===== src/rtl/adc_ser_pkg.sv =====
// Shared definitions for the ADC LVDS frame emulator: sample width,
// test-pattern encodings (shared with the deserializer side) and FSM states.
package adc_ser_pkg;

    localparam int unsigned ADC_BITS = 12;
    localparam int unsigned N_LANES  = 4;

    typedef enum logic [1:0] {
        PAT_PASS  = 2'd0,
        PAT_RAMP  = 2'd1,
        PAT_CHECK = 2'd2,
        PAT_MID   = 2'd3
    } pat_e;

    // Loading happens on the boundary cycle itself (IDLE at ph=1, or the last
    // SHIFT cycle), so no separate registered LOAD state is needed.
    typedef enum logic {
        IDLE  = 1'b0,
        SHIFT = 1'b1
    } state_e;

    function automatic logic checker_bit(input int unsigned idx, input logic inverted);
        return (idx % 2 == 1) ^ inverted;
    endfunction

endpackage


===== src/rtl/adc_ser_lane.sv =====
// One serial data lane: parallel load of a BITS-wide word, MSB-first shift out.
module adc_ser_lane #(
    parameter int unsigned BITS = 12
) (
    input  logic            clk,
    input  logic            reset,
    input  logic            load,
    input  logic            shift,
    input  logic [BITS-1:0] word,
    output logic            dat
);

    logic [BITS-1:0] sr;

    always_ff @(posedge clk) begin
        if (!reset) begin
            sr <= '0;
        end else if (load) begin
            sr <= word;
        end else if (shift) begin
            sr <= {sr[BITS-2:0], 1'b0};
        end
    end

    assign dat = sr[BITS-1];

endmodule


===== src/rtl/adc_ser.sv =====
// ADC LVDS frame emulator: serializes four sample lanes (or built-in patterns)
// into frame clock, data clock and four MSB-first data lanes.
module adc_ser
    import adc_ser_pkg::*;
#(
    parameter int unsigned     BITS     = ADC_BITS,
    parameter logic [BITS-1:0] MIDSCALE = 12'h800
) (
    input  logic            clk,
    input  logic            reset,
    input  logic            enable,
    input  logic [1:0]      pattern_mode,
    input  logic            sample_valid,
    output logic            sample_ready,
    input  logic [BITS-1:0] sample_a,
    input  logic [BITS-1:0] sample_b,
    input  logic [BITS-1:0] sample_c,
    input  logic [BITS-1:0] sample_d,
    output logic [15:0]     frame_count,
    output logic            underflow,
    output logic            adc_fco,
    output logic            adc_dco,
    output logic            adc_dat_a,
    output logic            adc_dat_b,
    output logic            adc_dat_c,
    output logic            adc_dat_d
);

    localparam int unsigned IDX_W = $clog2(BITS);

    state_e          state, state_d;
    pat_e            mode;
    logic            ph;
    logic [IDX_W-1:0] bit_idx;
    logic [BITS-1:0] ramp;
    logic            chk_inv;
    logic            last;
    logic            load;
    logic            shift;
    logic [BITS-1:0] samp    [N_LANES];
    logic [BITS-1:0] word    [N_LANES];
    logic [BITS-1:0] chk_word;
    logic [N_LANES-1:0] dat;

    assign mode    = pat_e'(pattern_mode);
    assign samp[0] = sample_a;
    assign samp[1] = sample_b;
    assign samp[2] = sample_c;
    assign samp[3] = sample_d;

    always_comb begin
        last         = 1'b0;
        load         = 1'b0;
        shift        = 1'b0;
        sample_ready = 1'b0;
        underflow    = 1'b0;
        state_d      = state;
        case (state)
            IDLE: begin
                load = enable && ph;
            end
            SHIFT: begin
                last  = ph && (bit_idx == IDX_W'(BITS - 1));
                load  = last && enable;
                shift = ph && !load;
            end
            default: ;
        endcase
        if (load) begin
            state_d = SHIFT;
        end else if (last) begin
            state_d = IDLE;
        end
        sample_ready = load && (mode == PAT_PASS);
        underflow    = sample_ready && !sample_valid;
    end

    always_comb begin
        chk_word = '0;
        for (int unsigned i = 0; i < BITS; i++) begin
            chk_word[i] = checker_bit(i, chk_inv);
        end
        for (int unsigned i = 0; i < N_LANES; i++) begin
            word[i] = MIDSCALE;
            case (mode)
                PAT_PASS:  word[i] = sample_valid ? samp[i] : MIDSCALE;
                PAT_RAMP:  word[i] = ramp + BITS'(i);
                PAT_CHECK: word[i] = chk_word;
                default:   word[i] = MIDSCALE;
            endcase
        end
    end

    always_ff @(posedge clk) begin
        if (!reset) begin
            state       <= IDLE;
            ph          <= 1'b0;
            bit_idx     <= '0;
            adc_fco     <= 1'b0;
            frame_count <= '0;
            ramp        <= '0;
            chk_inv     <= 1'b0;
        end else begin
            state <= state_d;
            ph    <= ~ph;
            if (load) begin
                bit_idx <= '0;
                adc_fco <= 1'b1;
            end else if (last) begin
                bit_idx <= '0;
                adc_fco <= 1'b0;
            end else if (shift) begin
                bit_idx <= bit_idx + 1'b1;
                adc_fco <= (bit_idx < IDX_W'(BITS / 2 - 1));
            end
            if (last) begin
                frame_count <= frame_count + 16'd1;
            end
            if (load && mode == PAT_RAMP) begin
                ramp <= ramp + BITS'(4);
            end
            if (load && mode == PAT_CHECK) begin
                chk_inv <= ~chk_inv;
            end
        end
    end

    assign adc_dco = ph;

    // On a final shift without reload the registers drain to zero, leaving IDLE lanes low.
    for (genvar g = 0; g < N_LANES; g++) begin : g_lane
        adc_ser_lane #(.BITS(BITS)) u_lane (
            .clk   (clk),
            .reset (reset),
            .load  (load),
            .shift (shift),
            .word  (word[g]),
            .dat   (dat[g])
        );
    end

    assign adc_dat_a = dat[0];
    assign adc_dat_b = dat[1];
    assign adc_dat_c = dat[2];
    assign adc_dat_d = dat[3];

endmodule

===== config.mk =====
export PLATFORM = sky130hd
export DESIGN_NAME = adc_ser
export DESIGN_NICKNAME = d
export VERILOG_FILES = /design/src/rtl/adc_ser_pkg.sv /design/src/rtl/adc_ser_lane.sv /design/src/rtl/adc_ser.sv
export SDC_FILE = /design/constraint.sdc
export NUM_CORES = 1
export LEC_CHECK = 0
export CAP_MARGIN = 15
export CELL_PAD_IN_SITES_DETAIL_PLACEMENT = 1
export CELL_PAD_IN_SITES_GLOBAL_PLACEMENT = 1
export CORE_MARGIN = 3
export CORE_UTILIZATION = 38
export DETAILED_ROUTE_END_ITERATION = 6
export PLACE_DENSITY = 0.87
export SETUP_SLACK_MARGIN = 0.05
export SLEW_MARGIN = 40
export SYNTH_ARGS = -nofsm -noshare
export SYNTH_HDL_FRONTEND = slang
export SYNTH_SLANG_ARGS = --single-unit

===== constraint.sdc =====
create_clock -name clk -period 2.2 [get_ports clk]
set_input_delay 0.33 -clock clk [delete_from_list [all_inputs] [get_ports clk]]
set_output_delay 0.33 -clock clk [all_outputs]
set_load 0.005 [all_outputs]

# Word-level counts from Yosys, hierarchy flattened
# Index checks and enable logic that the tools add are counted.
dict set report totals {
  regBits 84
  in_bits 54
  output_inout_bits 24
  wordCells 64
}
dict set report op_classes {
  addsub 6
  order_cmp 1
  n_eq_ne 3
  n_mux 24
  bitwise 4
  n_reduce_logical 15
}
# op count
set ops {}
lappend ops {{two-way mux 12 bit} 12}
lappend ops {{one-hot mux 12 bit (3 select lines)} 4}
lappend ops {{adder 12 x 2 -> 12 bit (second input constant)} 2}
lappend ops {{adder 16 x 1 -> 16 bit (second input constant)} 1}
lappend ops {{adder 12 x 1 -> 12 bit (second input constant)} 1}
lappend ops {{adder 12 x 3 -> 12 bit (second input constant)} 1}
lappend ops {{logical AND 1 bit} 8}
lappend ops {{two-way mux 1 bit} 7}
lappend ops {{adder 4 x 1 -> 4 bit (second input constant)} 1}
lappend ops {{== test 4 bit (second input constant)} 1}
lappend ops {{less-than comparator 4 x 3 -> 1 bit (second input constant)} 1}
lappend ops {{NOT 1 bit} 4}
lappend ops {{nonzero test 2 bit} 2}
lappend ops {{nonzero test 3 bit} 1}
lappend ops {{OR reduction 3 bit} 1}
lappend ops {{== test 2 x 1 -> 1 bit (second input constant)} 1}
lappend ops {{== test 2 bit (second input constant)} 1}
lappend ops {{zero test 1 bit} 2}
lappend ops {{zero test 2 bit} 1}
lappend ops {{one-hot mux 1 bit (2 select lines)} 1}

# Depth between registers and ports, before layout
# Gate-level depths: netlist (run 1).
dict set report depth {
  word_depth 9
  depth_mapped 8
  mapped_depth_nobuf 5
}

# By module
# From an unflattened synthesis (run 1), not the netlist that was laid out.
dict set report hier_totals {
  hier_cells 492
  hier_area_um2 4530.6
}
# module instances cells_per_inst area_each_um2 seq_area_each_um2
set by_module_without_submodules {}
lappend by_module_without_submodules {adc_ser_lane 4 52 590.6 240.2}
lappend by_module_without_submodules {adc_ser 1 284 2168.3 680.7}

# Least setup slack after synthesis (run 1)
# OpenSTA, ideal clock, no wires.
dict set report synth_timing {
  path_kind {flip-flop to output port}
  startpoint {register bit_idx[0]}
  endpoint {output port underflow}
  arrival_time_ps 1404
  required_time_ps 1870
  slack_ps 466
  stages_incl_launch_ff 5
  path_buffers 0
  path_cell_list {dfxtp_1 ha_1 nand3b_1 a21oi_1 and3_1}
}
dict set report synth_via {
  elab_chain_len 6
}
# element line
set synth_lines {}
lappend synth_lines {{start: declaration} adc_ser.sv:34} ;# logic [IDX_W-1:0] bit_idx;
lappend synth_lines {{start signal: assignment} adc_ser.sv:113} ;# bit_idx <= bit_idx + 1'b1;
lappend synth_lines {{== test 4 bit} adc_ser.sv:63} ;# last = ph && (bit_idx == IDX_W'(BITS - 1));
lappend synth_lines {{logical AND 1 bit} adc_ser.sv:63}
lappend synth_lines {{logical AND 1 bit} adc_ser.sv:64} ;# load = last && enable;
lappend synth_lines {{one-hot mux 1 bit (2 select lines)} adc_ser.sv:58} ;# case (state)
lappend synth_lines {{logical AND 1 bit} adc_ser.sv:74} ;# sample_ready = load && (mode == PAT_PASS);
lappend synth_lines {{logical AND 1 bit} adc_ser.sv:75} ;# underflow = sample_ready && !sample_valid;
lappend synth_lines {{end: declaration} adc_ser.sv:20} ;# output logic underflow,
# No other way between the ends.

# Worst setup path after layout (run 1)
# Same ends and word-level chain as after synthesis.

==> results summary, run 1 <==
For this run, the top clock speed supported by timing is 0.495 GHz. Global routing consumed, on the met2 layer, 40.9% of the routing resources. The biggest area contributor in the post-synthesis netlist is sky130_fd_sc_hd__dfxtp_1.

The distinct cell type count after synthesis is 50. The worst setup path is launched from a register. The clock-pin transition on the worst setup and hold timing paths came out at 0.10 ns.

The number of violations reported at the end of detailed-routing iteration 0 came out at 162. The average footprint of a synthesized cell came out at 8.60 sq um. The net count of the mapped netlist came out at 511.

For this design the ratio of total power to cell area is 612 mW/mm^2. The required time at the worst-slack endpoint is 1.87 ns. After global routing, the most crowded layer is met2.

The width of the die came out at approximately 110 um. The worst clock skew on the final layout is 0.0160 ns. The number of setup violations in the final report came out at 0. The share of synthesized area occupied by flip-flops and latches is 42.2%. The deepest clock path buffer count is 2. The endpoint arrival time on the critical path is 1.69 ns. The number of global-route vias before repair came out at 4092. In the post-synthesis netlist, the biggest area contributors are sky130_fd_sc_hd__dfxtp_1 (42%), sky130_fd_sc_hd__a21oi_1 (8.7%), sky130_fd_sc_hd__a22oi_1 (8.1%). The sum of net half-perimeters after detailed placement is 9220 um. The clock network fraction of total power came out at 40.6%.

The starting density of the core came out at 39.5%. The part of the power in registers came out at 48.0%. Across every metal layer, demand over resource in global routing totals a little under a quarter.

The met1 track demand over resource in global routing is 26.7%. The number of port buffers came out at 77. On the critical path the largest part of the delay comes from flip-flops.

The transition at the pin with the smallest max-transition slack came out at 0.522 ns. TritonCTS created 9 clock buffers. The run finished with clean final reports.

The share of flip-flops with an asynchronous set or reset after synthesis came out at 0%. The TritonCTS clock tree is yes. The number of cells produced by synthesis is roughly 450. The largest single stage delay on the critical path is 0.39 ns. The max-slew headroom at the worst pin is roughly 64%. The number of antenna diodes in the final layout is 0. The count of standard-cell rows came out at 36. The area taken by flip-flops and latches came out at 0.00165 sq mm. The final number of hold-violating endpoints came out at 0. In the routed layout, each cell is associated on average with a via count of roughly 5.9. The congestion estimate from routability-driven global placement came to 0.856.

The final-report max-slew violation count is 0. After layout, the worst setup slack is approximately 0.18 ns. Buffers inserted to repair hold after CTS numbered 0. The switching share of total power is 25.4%.

The count of nets left with antenna violations once routing finished came out at 0. In the final layout, the share of cells above drive strength 1 is 11.3%. Before antenna repair, the detailed router went through 4 iterations. The net switching power of the design is 0.805 mW.

The number of max-cap violations came out at 0. The register bit total from synthesis came out at just over 80. The setup total negative slack came out at 0 ns. The number of enable-type register cells in the synthesized netlist is 0. Global routing consumed, on the met3 layer, 4.21% of the routing resources. The number of filler instances in the final layout came out at approximately 1200. The most used flip-flop cell after synthesis is sky130_fd_sc_hd__dfxtp_1. The peak supply drop is just over 0.3 mV. Entering global routing, the biggest net connects 44 pins. Compared with the post-synthesis result, the final layout area differs by 33.0%. The static leakage power is 1.74 nW. The later pin in the worst-skew pair is clocked with a latency of 0.36 ns. STA classifies the critical path endpoint as an output port. Traced cell by cell, the critical path runs through ha_4 > nand3b_1 > a21oi_2 > and3_4 > dlygate4sd2_1. The total vias in the final route is 3940.

The final layout contains about 590 nets. The top cell type's share of synthesized area came out at 42.2%. The buffer and inverter count on the worst path is 1. The initial antenna violation count is 0. The area of the multi-input gates came out at ~0.0021 sq mm. Setup repair after global routing left no endpoint under its margin.

The total die area is between 0.01 and 0.015 sq mm. The TritonCTS sink count is 82. The path class of the lowest-slack min-delay path is reg -> reg. The slowest stage of the critical path belongs to the cell sky130_fd_sc_hd__dfxtp_4. In this run the count of I/O pins placed on the die edge is between 70 and 80. The mapped cell area is 0.00389 sq mm.

Yosys instantiated no cell more often than sky130_fd_sc_hd__dfxtp_1. The leftover overflow at the end of global routing came out at 0. The DRC violation count after routing came out at 0. The wire length per cell came out at 19.4 um. Counting I/O delays and the setup requirement, the final critical path takes 2.02 ns. CTS built an H-tree with a depth of 3. The wire length of the first global-routing pass came out at 20600 um. The vertical die dimension came out at roughly 110 um. The placeable core area is 0.00986 sq mm. The worst setup path is of the reg -> out kind. In this run the clock root is driven by a sky130_fd_sc_hd__clkbuf_8. Sorting the synthesized cells by how often they occur yields sky130_fd_sc_hd__dfxtp_1 (82), sky130_fd_sc_hd__a21oi_1 (68), sky130_fd_sc_hd__a22oi_1 (42), sky130_fd_sc_hd__o22ai_1 (36), sky130_fd_sc_hd__nand2_1 (22). Wires add up to 13000 um. The part of the power in combinational logic came out at 11.4%. The worst path uses between 90% and 100% of the clock period. During synthesis, Yosys emitted a total of 0 warnings.

The worst setup timing slack at the placement stage is 0.00456 ns. The cell-internal power is about 2.4 mW. The maximum fanout along the worst path is 5.
stage by stage:
stage | hold slack, ns | instance area, sq um | utilization (%) | total power [mW] | instances
finish | 0.460 | 5180 | 52.5 | 3.17 | 671
global route | 0.484 | 5180 | 52.5 | 3.28 | 671
CTS | 0.462 | 5180 | 52.5 | 3.18 | 671
detailed placement | 0.448 | 4910 | 49.7 | 1.91 | 654
global placement | 0.442 | 4910 | 49.7 | 1.90 | 654
floorplan | 0.432 | 3890 | - | 1.70 | 453
path summary, 6_finish.rpt:
path	from	endpoint	slack, ns	cells past startpoint
max	bit_idx[0]$_SDFFE_PP0P_	underflow	0.18	5
max reg2reg	state$_SDFFE_PN0P_	g_lane[1].u_lane.sr[6]$_SDFFE_PN0P_	0.21	5
min	g_lane[3].u_lane.sr[0]$_SDFFE_PN0P_	g_lane[3].u_lane.sr[0]$_SDFFE_PN0P_	0.46	2
min reg2reg	g_lane[3].u_lane.sr[0]$_SDFFE_PN0P_	g_lane[3].u_lane.sr[0]$_SDFFE_PN0P_	0.46	2
final cells by class:
class / instances / share of cell area [%]
inverter: 12 / 0.870
clock buffer: 10 / 2.66
clock inverter: 6 / 1.84
tap: 133 / 3.21
timing repair buffer: 104 / 19.5
sequential: 82 / 31.8
multi-input combinational: 324 / 40.1
cell families (layout without fill, tap and decap cells):
kind of cell	Yosys count	after routing	share of synthesized area, %
fa+ha+maj	4	4	1.29
simple gates	105	105	15.1
xor+xnor	10	10	2.25
buf+inv	47	132	5.56
flops	82	82	42.2
mux	1	1	0.257
compound gates	204	204	33.4
routing by layer:
metal	part of all wire [%]	wire [um]
met1	44	5670
met2	51	6600
met3	4.0	518
met4	1.8	235
met5	0	0
flip-flops by register name, summed over array words and instances (netlist names):
name and count:
g_lane.u_lane.sr 48, ramp 10, chk_inv 1, bit_idx 4, adc_fco 1, adc_dco 1, frame_count 16, state 1
worst min-delay path: cells and delay by family (launching register included):
family             cells  cell delay (ns)
DFF                    1             0.32
and+or+nand+nor        1             0.05
AOI/OAI and AO/OA      1             0.05
cell usage in the layout, fill, tap and decap left out, types with 10 or more instances in the layout:
cell,instances
sky130_fd_sc_hd__dfxtp_1,80
sky130_fd_sc_hd__clkdlybuf4s50_1,75
sky130_fd_sc_hd__a21oi_1,66
sky130_fd_sc_hd__a22oi_1,42
sky130_fd_sc_hd__o22ai_1,36
sky130_fd_sc_hd__buf_4,24
sky130_fd_sc_hd__nand2_1,22
sky130_fd_sc_hd__nor2_1,20
sky130_fd_sc_hd__o21ai_0,15
sky130_fd_sc_hd__nand3_1,14
sky130_fd_sc_hd__o31ai_1,12
sky130_fd_sc_hd__or4_1,12
sky130_fd_sc_hd__inv_1,11
sky130_fd_sc_hd__a21o_1,11
sky130_fd_sc_hd__clkbuf_8,10
power groups by stage:
stage | registers (mW) | clock network, mW | logic, mW
after floorplan | 1.55 | 0 | 0.156
after global placement | 1.55 | 0 | 0.346
after detailed placement | 1.56 | 0 | 0.354
after CTS | 1.52 | 1.30 | 0.360
after global routing | 1.52 | 1.37 | 0.386
final | 1.52 | 1.29 | 0.361
what timing repair did:
| action | CTS | global route |
|---|---|---|
| setup buffers | 1 | 0 |
| setup endpoints to repair | 4 | 1 |
| gates resized for setup | 11 | 1 |
| hold endpoints to repair | 0 | 0 |
| pin swaps | 1 | 0 |
Note: power is estimated with default switching activity, not from simulation.
==> run 2: changes to the inputs <==
PLACE_DENSITY = 0.85   (was 0.87)
==> run 2 against run 1 <==
Final cell count grew 1.0%. Non-clock buffer count grew 7. Hold slack gained 0.0068 ns. Register-to-register slack lost 0.09 ns. Largest power group unchanged. Combinational power grew 1%. Highest routed layer unchanged. Fmax shrank 2.8%. Clock power shrank 8%.
==> results summary, run 2 (synthesized netlist as in run 1, its figures left out) <==
The starting density of the core came out at 39.5% (unchanged). The routed wire length on met2 was 6450 um (-2.3%). The sum of net half-perimeters after detailed placement is 8990 um (-2.5%). The area growth from synthesis to layout came out at 34.4%. The static leakage power is 1.75 nW (+0.94%). The cell-internal power is 2.25 mW (-4.8%). The endpoint arrival time on the critical path came to 2.32 ns (+0.63 ns).

The iteration count of the initial detailed-routing pass is 4 (unchanged). The routed wire length came out at 13100 um (+0.85%). Setup repair after global routing could not meet its margin everywhere. The worst setup path is of the reg -> reg kind. The part of the power in combinational logic is 11.9% (+0.5 points). The final number of hold-violating endpoints came out at 0 (unchanged).

The wire length of the first global-routing pass is 21100 um (+2.1%). The worst clock skew on the final layout came to 0.0165 ns (+0.000450 ns). The TritonCTS sink count came out at 82 (unchanged).

Leaving out fill and tap cells, the most frequent cell in the layout is sky130_fd_sc_hd__dfxtp_1. The maximum fanout along the worst path is 5 (unchanged). The width of the die is 107 um (unchanged). The number of max-cap violations came out at 0 (unchanged). The last weighted congestion value of the routability-driven placer is 0.827 (-3.5%). The routed metal-1 wirelength is 5610 um (-1.1%). The setup total negative slack is 0 ns (unchanged). The tree is rooted in a sky130_fd_sc_hd__clkbuf_8. The pin count of the biggest net entering global routing is 45 (+2.3%). The leftover overflow at the end of global routing came out at 0 (unchanged). The max-slew headroom at the worst pin came out at 65.3% (+1.0 points). The smallest hold slack came out at 0.467 ns (+0.00677 ns). The minimum clock period after layout is 2.08 ns (+0.0582 ns). The transition at the pin with the smallest max-transition slack is 0.520 ns (-0.00190 ns).

The number of antenna repair diodes came out at 0 (unchanged). The ratio of cells with drive above 1 in the final layout came to 12.8% (+1.5 points). The number of port buffers is 77 (unchanged). The final antenna-violating net count is 0 (unchanged). The vertical die dimension is 107 um (unchanged). The placeable core area is 0.00986 sq mm (unchanged). The detail-routed via count per cell is 5.85 (-0.35%). The final-report max-slew violation count is 0 (unchanged). The number of global-route vias before repair came to 4070 (-0.54%). The part of the power in registers was 49.5% (+1.5 points).

The clock network fraction of total power was 38.6% (-2.0 points). TritonCTS built the clock tree. The destination of the worst register-to-register timing path is chk_inv$_SDFFE_PN0P_. The top cell types in the final layout, fill and taps aside, are sky130_fd_sc_hd__dfxtp_1 (79), sky130_fd_sc_hd__clkdlybuf4s50_1 (75), sky130_fd_sc_hd__a21oi_1 (66).

The total routing resource utilization after global routing is 23.1% (+0.35 points). The clock-pin transition on the worst setup and hold timing paths is 0.10 ns (about the same). The switching share of total power was 26.7% (+1.3 points).

The number of filler instances in the final layout came to 1160 (-0.34%). The count of cells along the worst register-to-register path is 10 (+5). The net switching power of the design is 0.822 mW (+2.1%).

The DRC violation count after routing was 0 (unchanged). The count of standard-cell rows is 36 (unchanged). In this design, the critical path's most frequently occurring cell is sky130_fd_sc_hd__buf_4. In this run the worst setup path terminates at chk_inv$_SDFFE_PN0P_. The highest achievable clock rate came out at 0.481 GHz (-2.8%).

The startpoint identified for the worst register-to-register timing path is bit_idx[1]$_SDFFE_PP0P_. The critical path goes through ha_4 > nand3b_1 > buf_4 > buf_4 > buf_4 > buf_4 > buf_4 > a2111oi_4 > xnor2_1 > nor2_1. The power density relative to cell area is 588 mW/mm^2 (-4.0%).

The final net count came out at 598 (+1.2%). The total die area came out at 0.0115 sq mm (unchanged). The total of hold buffers inserted after clock tree synthesis came to 0 (unchanged).

The total vias in the final route came out at 3967 (+0.69%). The count of pins on the block boundary came out at 78 (unchanged). The maximum level of the CTS H-tree is 3 (unchanged).

The final core area utilization came out at 53.1% (+0.56 points). The register-to-register setup slack came to 0.12 ns (-0.09 ns). The met3 wire length is 722 um (+39%). The clock latency at the later pin of the worst-skew pair is 0.37 ns (about the same). The total power draw is 3.07 mW (-3.0%).

The largest registers in the layout are g_lane.u_lane.sr: 48 flops, frame_count: 16 flops, ramp: 10 flops. The number of violations reported at the end of detailed-routing iteration 0 is 201 (+24%). The least setup slack across all paths after layout came out at 0.123 ns (-0.0582 ns).

The number of setup violations in the final report is 0 (unchanged). The initial antenna violation count came out at 0 (unchanged). The worst stage delay on the critical path came out at 0.37 ns (-0.02 ns). The number of buffers created by CTS is 9 (unchanged). The wire length per cell was 19.4 um (-0.19%). The final critical-path share of the clock period is 94.4% (+2.6 points). The deepest clock path buffer count is 2 (unchanged). The peak supply drop is 0.283 mV (-6.5%).

The run finished with clean final reports. The buffer and inverter count on the worst path came to 5 (+4). The largest individual stage delay along the critical path comes from the cell sky130_fd_sc_hd__dfxtp_4. The category of the worst setup path launch point is a register. The flip-flop count of the largest register, all copies and words added came out at 48 (unchanged).

The worst setup path is captured at a register. The worst setup timing slack at the placement stage is 0.00319 ns (-0.00137 ns). The number of cells on the critical path came out at 10 (+5). The required time at the worst-slack endpoint came out at 2.44 ns (+0.57 ns). The register with the most flip-flops in the final layout is g_lane.u_lane.sr. The origin of the worst setup path is bit_idx[1]$_SDFFE_PP0P_. Grouping stages by cell kind, the critical path spends the most delay in buffers and inverters. The path class of the lowest-slack min-delay path is reg -> reg. The uppermost metal layer occupied by signal nets is met4.
-- run 2: changes by cell type in the layout (fill, tap and decap cells not counted), moves of 2 or more --
cell | before | now
sky130_fd_sc_hd__clkinvlp_4 | 0 | 2
sky130_fd_sc_hd__inv_6 | 3 | 1
sky130_fd_sc_hd__buf_4 | 24 | 30
sky130_fd_sc_hd__dfxtp_2 | 0 | 2
-- run 2: cell type report --
type | instances | area [sq um] | area share (%)
multi-input combinational | 324 | 2100 | 40.2
sequential | 82 | 1650 | 31.5
timing repair buffer | 111 | 1060 | 20.3
tap | 133 | 166 | 3.18
clock buffer | 10 | 138 | 2.63
clock inverter | 6 | 73.8 | 1.41
inverter | 12 | 45.0 | 0.861
-- run 2: repair_timing --
item                                    in CTS  in global routing
gates resized for setup                     10                  8
hold endpoints to repair                     0                  0
setup buffers                                6                  0
pin swaps                                    2                  0
endpoints found under the setup margin       2                 37
-- run 2: how the worst min path moves through the flow --
stage	startpoint	to	depth (start not counted)
2_1_floorplan	g_lane[0].u_lane.sr[0]$_SDFFE_PN0P_	g_lane[0].u_lane.sr[0]$_SDFFE_PN0P_	2
3_3_place_gp	g_lane[3].u_lane.sr[0]$_SDFFE_PN0P_	g_lane[3].u_lane.sr[0]$_SDFFE_PN0P_	2
3_5_place_dp	g_lane[1].u_lane.sr[0]$_SDFFE_PN0P_	g_lane[1].u_lane.sr[0]$_SDFFE_PN0P_	2
4_1_cts	g_lane[1].u_lane.sr[0]$_SDFFE_PN0P_	g_lane[1].u_lane.sr[0]$_SDFFE_PN0P_	2
5_1_grt	g_lane[1].u_lane.sr[0]$_SDFFE_PN0P_	g_lane[1].u_lane.sr[0]$_SDFFE_PN0P_	2
6_report	g_lane[3].u_lane.sr[0]$_SDFFE_PN0P_	g_lane[3].u_lane.sr[0]$_SDFFE_PN0P_	2
-- run 2: worst min-delay path, stage by stage (launching register included) --
cell	delay, ns
sky130_fd_sc_hd__dfxtp_1	0.32
sky130_fd_sc_hd__nand2_1	0.05
sky130_fd_sc_hd__a21oi_1	0.05
-- run 2: layer usage --
metal	vias up	track usage, %
li1	1902	-
met1	1923	28.4
met2	114	39.5
met3	28	3.85
met4	0	9.77
met5	-	0
-- run 2: per-stage QoR --
step / std cells / instance area [sq um]
6_report: 678 / 5230
5_1_grt: 678 / 5230
4_1_cts: 678 / 5210
3_5_place_dp: 656 / 4920
3_3_place_gp: 656 / 4920
2_1_floorplan: 453 / 3890
-- run 2: power groups by stage --
stage | Sequential [mW] | Clock (mW) | Combinational [mW]
after CTS | 1.52 | 1.20 | 0.358
after global routing | 1.53 | 1.27 | 0.391
after global placement | 1.55 | 0 | 0.347
after detailed placement | 1.56 | 0 | 0.355
after floorplan | 1.55 | 0 | 0.156
final | 1.52 | 1.19 | 0.365
==> run 3: changes to the inputs <==
CTS_CLUSTER_DIAMETER = 60   (was not set)
==> results of run 3 <==
Final layout, timing and power as in run 2 (identical DEF).
